--- src/rtl/pad_encoder16.sv ---
// 16-pad press encoder: synchronise, debounce and edge-detect each pad, queue
// presses in a pending set, and deliver 4-bit codes (pN -> N-1) over valid/ready.
module pad_encoder16 #(
  parameter int DEB_TICK = 50000,
  parameter int TW       = 16
) (
  input  logic        clk,
  input  logic        rst,
  input  logic        p1,
  input  logic        p2,
  input  logic        p3,
  input  logic        p4,
  input  logic        p5,
  input  logic        p6,
  input  logic        p7,
  input  logic        p8,
  input  logic        p9,
  input  logic        p10,
  input  logic        p11,
  input  logic        p12,
  input  logic        p13,
  input  logic        p14,
  input  logic        p15,
  input  logic        p16,
  output logic [3:0]  Dout,
  output logic        Dout_valid,
  input  logic        Dout_ready,
  output logic        ovf,
  output logic [15:0] pressed
);

  logic [15:0]   pad_raw;
  logic [15:0]   sync_a;
  logic [15:0]   s;
  logic [15:0]   samp;
  logic [15:0]   match;
  logic [15:0]   pressed_d;
  logic [15:0]   evt_q;
  logic [15:0]   pending;
  logic [15:0]   low_bit;
  logic [15:0]   take;
  logic [3:0]    low_idx;
  logic [TW-1:0] tick_cnt;
  logic          tick;
  logic          load;

  assign pad_raw = {p16, p15, p14, p13, p12, p11, p10, p9,
                    p8,  p7,  p6,  p5,  p4,  p3,  p2,  p1};

  assign tick  = (tick_cnt == TW'(DEB_TICK - 1));
  assign match = ~(s ^ samp);

  // Two's-complement trick isolates the lowest set bit, giving p1-first priority.
  assign low_bit = pending & (~pending + 16'd1);
  assign load    = !Dout_valid || Dout_ready;
  assign take    = load ? low_bit : 16'd0;

  // NOTE: every variable assigned in always_comb gets a default first, so no
  // path can leave it unassigned and infer a latch.
  always_comb begin
    low_idx = 4'd0;
    for (int i = 15; i >= 0; i--) begin
      if (pending[i]) low_idx = 4'(i);
    end
  end

  // NOTE: sequential state uses non-blocking assignments only, so every
  // register samples the pre-edge values of its neighbours.
  always_ff @(posedge clk) begin
    if (rst) begin
      sync_a     <= '0;
      s          <= '0;
      samp       <= '0;
      pressed    <= '0;
      pressed_d  <= '0;
      evt_q      <= '0;
      pending    <= '0;
      tick_cnt   <= '0;
      Dout       <= '0;
      Dout_valid <= 1'b0;
      ovf        <= 1'b0;
    end else begin
      sync_a    <= pad_raw;
      s         <= sync_a;
      tick_cnt  <= tick ? '0 : tick_cnt + TW'(1);

      if (tick) begin
        samp    <= s;
        pressed <= (s & match) | (pressed & ~match);
      end

      pressed_d <= pressed;
      evt_q     <= pressed & ~pressed_d;

      // A press landing on the bit being handed out this cycle re-arms it
      // rather than counting as a lost press.
      pending <= (pending & ~take) | evt_q;
      if (|(evt_q & pending & ~take)) ovf <= 1'b1;

      if (load) begin
        if (|pending) begin
          Dout       <= low_idx;
          Dout_valid <= 1'b1;
        end else begin
          Dout_valid <= 1'b0;
        end
      end
    end
  end

endmodule

--- config.mk ---
export PLATFORM = sky130hd
export DESIGN_NAME = pad_encoder16
export DESIGN_NICKNAME = d
export VERILOG_FILES = /design/src/rtl/pad_encoder16.sv
export SDC_FILE = /design/constraint.sdc
export NUM_CORES = 1
export LEC_CHECK = 0
export ABC_AREA = 1
export BUFFER_PORTS_ARGS = -buffer_cell sky130_fd_sc_hd__buf_2
export CORE_MARGIN = 2
export CORE_UTILIZATION = 25
export CTS_CLUSTER_SIZE = 25
export DETAILED_ROUTE_END_ITERATION = 12
export PLACE_DENSITY = 0.41
export SLEW_MARGIN = 20
export SYNTH_ARGS = -nofsm -noshare
export SYNTH_HDL_FRONTEND = slang
export SYNTH_SLANG_ARGS = --single-unit
export TNS_END_PERCENT = 5
--- constraint.sdc ---
create_clock -name clk -period 2.3 [get_ports clk]
set_clock_uncertainty 0.1 [all_clocks]
set_input_delay 0.345 -clock clk [delete_from_list [all_inputs] [get_ports clk]]
set_output_delay 0.345 -clock clk [all_outputs]
set_load 0.03 [all_outputs]
After elaboration in Yosys (flattened, before gate mapping)
Index checks and enable logic that the tools add are counted.

Add/subtract/negate cells: 2. Eq/ne operators: 1. Mux-type cells: 18. Bitwise gates (word level): 15. Reductions and logical operators: 6.

Operators by type and width (count): bitwise AND 16 bit (7); NOT 16 bit (5); two-way mux 4 bit (16); adder 16 x 1 -> 16 bit, second input constant (2); bitwise OR 16 bit (2); OR reduction 16 bit (2); == test 16 bit, second input constant (1); two-way mux 16 bit (1); XOR 16 bit (1); AND reduction 2 bit (1); OR reduction 2 bit (1); zero test 1 bit (1); logical OR 1 bit (1); two-way mux 1 bit (1).

Flip-flop bits (word level): 134. Output and inout bits: 22.

Longest topological paths before layout
Depth in word-level cells: 16. Depth in mapped cells: 17. Gate-level depth less buffers: 17.

Worst setup path after synthesis
Ideal clock, no wire load.

Path kind: reg-to-reg. From: register Dout_valid. To: register ovf. Setup time: 0.065 ns. Arrival time: 1.527 ns. Path slack: 0.608 ns. Stages on the path, launching flop included: 13. Clock period less this slack: 1.692 ns. Path through: dfxtp_1 inv_1 nor2_1 inv_2 nand2_1 o21ai_1 inv_1 nand2_1 nand4_1 nor2_1 nand3_1 nor2_1 nor2_1.

Cells in the longest elaborated chain, start to end: 6.

RTL lines: start: declaration (RTL line 26) `output logic Dout_valid,`; start signal: assignment (RTL line 80) `Dout_valid <= 1'b0;`; start signal: assignment (RTL line 103) `Dout_valid <= 1'b1;`; start signal: assignment (RTL line 105) `Dout_valid <= 1'b0;`; zero test 1 bit (RTL line 55) `assign load = !Dout_valid || Dout_ready;`; logical OR 1 bit (RTL line 55); two-way mux 16 bit (RTL line 56) `assign take = load ? low_bit : 16'd0;`; NOT 16 bit (RTL line 98) `if (|(evt_q & pending & ~take)) ovf <= 1'b1;`; bitwise AND 16 bit (RTL line 98); OR reduction 16 bit (RTL line 98); end signal: assignment (RTL line 81) `ovf <= 1'b0;`; end signal: assignment (RTL line 98); end: declaration (RTL line 28) `output logic ovf,`.

No other way between the ends. A chain may end at the register's enable or synchronous reset.

Final worst setup path
From: register tick_cnt[0]. To: register tick_cnt[11].

Cells in the longest elaborated chain, start to end: 2.

RTL lines: start: declaration (RTL line 43) `logic [TW-1:0] tick_cnt;`; start signal: assignment (RTL line 85) `tick_cnt <= tick ? '0 : tick_cnt + TW'(1);`; branches (longest 2 deep; another with adder 16 x 1 -> 16 bit).

Several ways; the timed one is not identified.

==> results <==
- The remaining routing DRC violations is 0.
- Setup repair after global routing left no endpoint under its margin.
- The top cell family by delay on the critical path is simple AND/OR/NAND/NOR gates.
- For this run, global-route usage on met2 was measured as 16.5%.
- For this run, the share of the core covered by cells in the final layout is 31.0%.
- The average instance in the mapped netlist occupies 7.95 um^2.
- After floorplanning, the core was sized to cover 18800 um^2.
- The number of global-route vias before repair is 3639.
- For the worst flop-to-flop path, the logic depth is 11.
- The power density normalized to cell area is 826 nW/um^2.
- In this run, the number of DRC markers left after iteration 0 of detailed routing was 197.
- The number of top-level pins is 41.
- In the final layout, flip-flops and latches occupy 2680 um^2.
- The total die area is 20500 um^2.
- Synthesis produced a netlist with a net count of 628.
- In this run the static leakage power is 2.44 nW.
- The peak-usage layer in the global routing report is met2.
- The initial antenna violation count was 0.
- The register bit count reported by yosys is 134.
- Together, buffers and inverters on the worst path number 3.
- Clock tree synthesis inserted a total of 17 buffers.
- The filler cell count is 2013.
- The origin of the worst min-delay path is p3.
- The fraction of synthesis flops using an asynchronous set or reset pin is 0%.
- For this design, the slowest cell found on the critical path is sky130_fd_sc_hd__nor2_4.
- Traced cell by cell, the critical path runs through ha_1 -> nand2_1 -> nor2_1 -> inv_1 -> nor4_1 -> nand2_1 -> inv_2 -> nor2_4 -> inv_4 -> a21oi_1 -> o21a_1.
- By area the synthesized netlist is led by sky130_fd_sc_hd__dfxtp_1, sky130_fd_sc_hd__nor2_1, sky130_fd_sc_hd__inv_1.
- The number of distinct library cell variants in the gate-level netlist after synthesis is 30.
- The x dimension of the die is 143 um.
- The first global-routing pass estimated 17300 um of wire.
- The TritonCTS clock tree is yes.
- Of the total synthesized cell area, the portion taken by AND, OR, NAND and NOR gates is 24.6%.
- The Yosys step of the flow raised 0 warnings.
- The data arrival time at the worst-slack endpoint is 2.30 ns.
- The remaining global-route overflow is 0.
- The count of buffers added on input and output ports is 40.
- The maximum achievable frequency is 490 MHz.
- The dominant combinational cell family by area after synthesis is simple AND/OR/NAND/NOR gates.
- The number of antenna diodes in the final layout is 0.
- The worst pin sits at a relative slew slack of 65.2%.
- Measured against the total synthesized area, the mux share comes to 0%.
- The max-slew violation total from the final report is 0.
- Yosys mapped a number of flops with a built-in enable equal to 0.
- The share of the Yosys chip area taken by registers is 55.5%.
- The path type of the worst setup path is flip-flop to flip-flop.
- For this run, the slowest stage of the critical path takes 0.34 ns.
- The floorplan die height is 143 um.
- The insertion delay of the later-clocked pin in the worst-skew pair is 0.42 ns.
- Once detail routing completed, the nets flagged for antenna violations numbered 0.
- Leaving out fill and tap cells, the most frequent cell in the layout is sky130_fd_sc_hd__dfxtp_1.
- The number of iterations in the first detailed-routing pass is 4.
- Dividing the detail-routed via count by the number of cells gives 4.14.
- The number of maximum-capacitance constraint violations is 0.
- The fraction of layout instances using a drive strength above 1 is 14.6%.
- The number of H-tree levels is 4.
- Detailed routing inserted a total of 3834 vias.
- Summed over all nets, the half-perimeter wirelength after detailed placement is 7150 um.
- The cell area that synthesis handed to floorplanning was 4840 um^2.
- The multi-input combinational cells in the finished layout cover a total of 1730 um^2.
- The total track usage is 10.7%.
- No sink is reached through more buffers than the 2 on the longest clock path.
- Synthesis produced 608 cells.
- At the end of routability-driven placement, the weighted congestion stood at 0.795.
- From synthesis to final layout, the design area changed by 20.8%.
- For this block, the routed nets add up to 10200 um of wire.
- In this run the worst path has a maximum fanout of 15.
- The final-stage net count is 674.
- Global routing used 3.86% of the available met3 tracks.
- After Yosys synthesis, full adders, half adders and majority gates account for 0.259% of the synthesized area.
- Across all register-to-register paths, the minimum setup slack is 0.26 ns.
- The tightest min-delay check is of the input pin to flip-flop type.
- The critical register-to-register path startpoint is tick_cnt[0]$_SDFF_PP0_.
- Entering global routing, the biggest net connects 52 pins.
- After detailed routing, the average wire length per cell comes to 11.0 um.
- The synthesized netlist devotes 0.543% of its cell area to XOR and XNOR gates.
- The row count is 50.
- After clock tree synthesis, the clock-pin slew on the worst setup and hold paths is 0.06 ns.
- The number of endpoints failing setup at the final stage is 0.
- The met1 global-route usage is 13.7%.
- The flow ran to the end, and the final reports show no timing, DRC or antenna violations.
- The synthesized design spends more area on one cell type than any other, namely sky130_fd_sc_hd__dfxtp_1.
- Counting instances, the worst hold path has a depth of 3.
- The data required time of the critical path is 2.56 ns.
- The critical register-to-register path endpoint is tick_cnt[11]$_SDFF_PP0_.
- The end point of the worst hold path is sync_a[2]$_SDFF_PP0_.
- The final clock period utilization by the worst path is 88.7%.
- STA classifies the critical path startpoint as a flip-flop.
- The share of synthesized area in the top cell type comes to 55.5%.
- For this configuration, the core starts out at a cell density of 25.7%.
- At the pin with the least slew margin, the transition time is 0.522 ns.
- Clock tree synthesis selected as its root buffer the cell sky130_fd_sc_hd__clkbuf_16.
- Leaving out fill and tap cells, the most frequent cells in the layout are sky130_fd_sc_hd__dfxtp_1, sky130_fd_sc_hd__nor2_1, sky130_fd_sc_hd__inv_1.
- The worst path needs 2.04 ns of the cycle, external delays included.
- STA classifies the critical path endpoint as a flip-flop.
- The cell type with the highest occurrence count on the critical path is sky130_fd_sc_hd__nand2_1.
- The final-layout setup total negative slack is 0 ns.
- The number of endpoints with negative hold slack in the final report is 0.
- VDD sags by at most 0.000521 V.
- The most used flip-flop cell after synthesis is sky130_fd_sc_hd__dfxtp_1.
- Summing the areas of all compound-gate instances in the mapped netlist gives 10.5% of the synthesized area.
- The tree built by TritonCTS fans out to 134 sinks.
==> area by class of cell <==
cell class              instances  share of cell area [%]
well taps                     260                    5.57
repair buffers                 44                    3.94
flip-flops and latches        134                    45.9
clock buffers                  23                    8.01
inverters                      93                    6.02
clock inverters                 8                   0.899
multi-input cells             364                    29.7
==> metrics by stage <==
step | instance area (um^2) | setup WS [ns] | hold slack (ns) | power (mW) | instances
after floorplan | 4840 | 0.608 | 0.276 | 2.47 | 608
after global placement | 5320 | 0.244 | 0.280 | 2.51 | 895
after detailed placement | 5320 | 0.170 | 0.279 | 2.51 | 895
after CTS | 5840 | 0.153 | 0.00916 | 4.91 | 926
after global routing | 5840 | 0.0518 | 0.0218 | 5.03 | 926
final | 5840 | 0.259 | 0.0237 | 4.83 | 926
==> worst reg2reg max path, delay by kind of cell (launching register included) <==
family / cells / cell delay (ns)
buffers and inverters: 3 / 0.31
DFF: 1 / 0.32
AOI/OAI and AO/OA: 2 / 0.28
adders and majority gates: 1 / 0.21
and+or+nand+nor: 5 / 0.77
==> worst max path at each step <==
stage,from,endpoint,slack (ns),cells after the start
after CTS,tick_cnt[0]$_SDFF_PP0_,tick_cnt[11]$_SDFF_PP0_,0.15,11
after global placement,tick_cnt[0]$_SDFF_PP0_,tick_cnt[11]$_SDFF_PP0_,0.24,11
after detailed placement,tick_cnt[0]$_SDFF_PP0_,tick_cnt[11]$_SDFF_PP0_,0.17,11
after floorplan,Dout_valid$_SDFFE_PP0N_,ovf$_SDFFE_PP0P_,0.61,12
after global routing,tick_cnt[0]$_SDFF_PP0_,tick_cnt[11]$_SDFF_PP0_,0.05,11
final,tick_cnt[0]$_SDFF_PP0_,tick_cnt[11]$_SDFF_PP0_,0.26,11
==> cell usage after synthesis (4+ instances only) <==
| cell | n |
|---|---|
| sky130_fd_sc_hd__nand2_1 | 84 |
| sky130_fd_sc_hd__o2111ai_1 | 5 |
| sky130_fd_sc_hd__nor2_2 | 4 |
| sky130_fd_sc_hd__nor4_1 | 5 |
| sky130_fd_sc_hd__o21ai_0 | 39 |
| sky130_fd_sc_hd__a21oi_1 | 33 |
| sky130_fd_sc_hd__nand4_1 | 13 |
| sky130_fd_sc_hd__nand3_1 | 13 |
| sky130_fd_sc_hd__clkbuf_1 | 11 |
| sky130_fd_sc_hd__inv_1 | 86 |
| sky130_fd_sc_hd__dfxtp_1 | 134 |
| sky130_fd_sc_hd__nor2_4 | 5 |
| sky130_fd_sc_hd__nor3_1 | 23 |
| sky130_fd_sc_hd__inv_2 | 7 |
| sky130_fd_sc_hd__o21ai_1 | 13 |
| sky130_fd_sc_hd__nor2_1 | 107 |
==> metal layers <==
layer  routed length (um)  part of all wire, %
met1                 5040                   50
met2                 4510                   44
met3                  467                  4.6
met4                  127                  1.3
met5                    0                    0
==> power breakdown <==
part / total (mW) / switching, mW / leakage [nW] / internal (mW)
Combinational: 0.0941 / 0.0636 / 1.12 / 0.0305
Sequential: 2.36 / 0.00970 / 1.09 / 2.35
Clock: 2.37 / 0.952 / 0.241 / 1.42
==> cells by family (layout without fill, tap and decap cells) <==
logic type	count (synthesis)	after routing
AO/OA/AOI/OAI	95	95
XOR/XNOR	3	3
adder cells (fa/ha/maj)	1	1
buffers and inverters	110	168
flip-flops	134	134
AND/OR/NAND/NOR	265	265
==> what timing repair did <==
item | CTS | global route
gates resized for setup | 0 | 1
hold buffers | 0 | 0
setup buffers | 0 | 0
endpoints found under the setup margin | 0 | 1
Power figures use the tool's default switching activity.
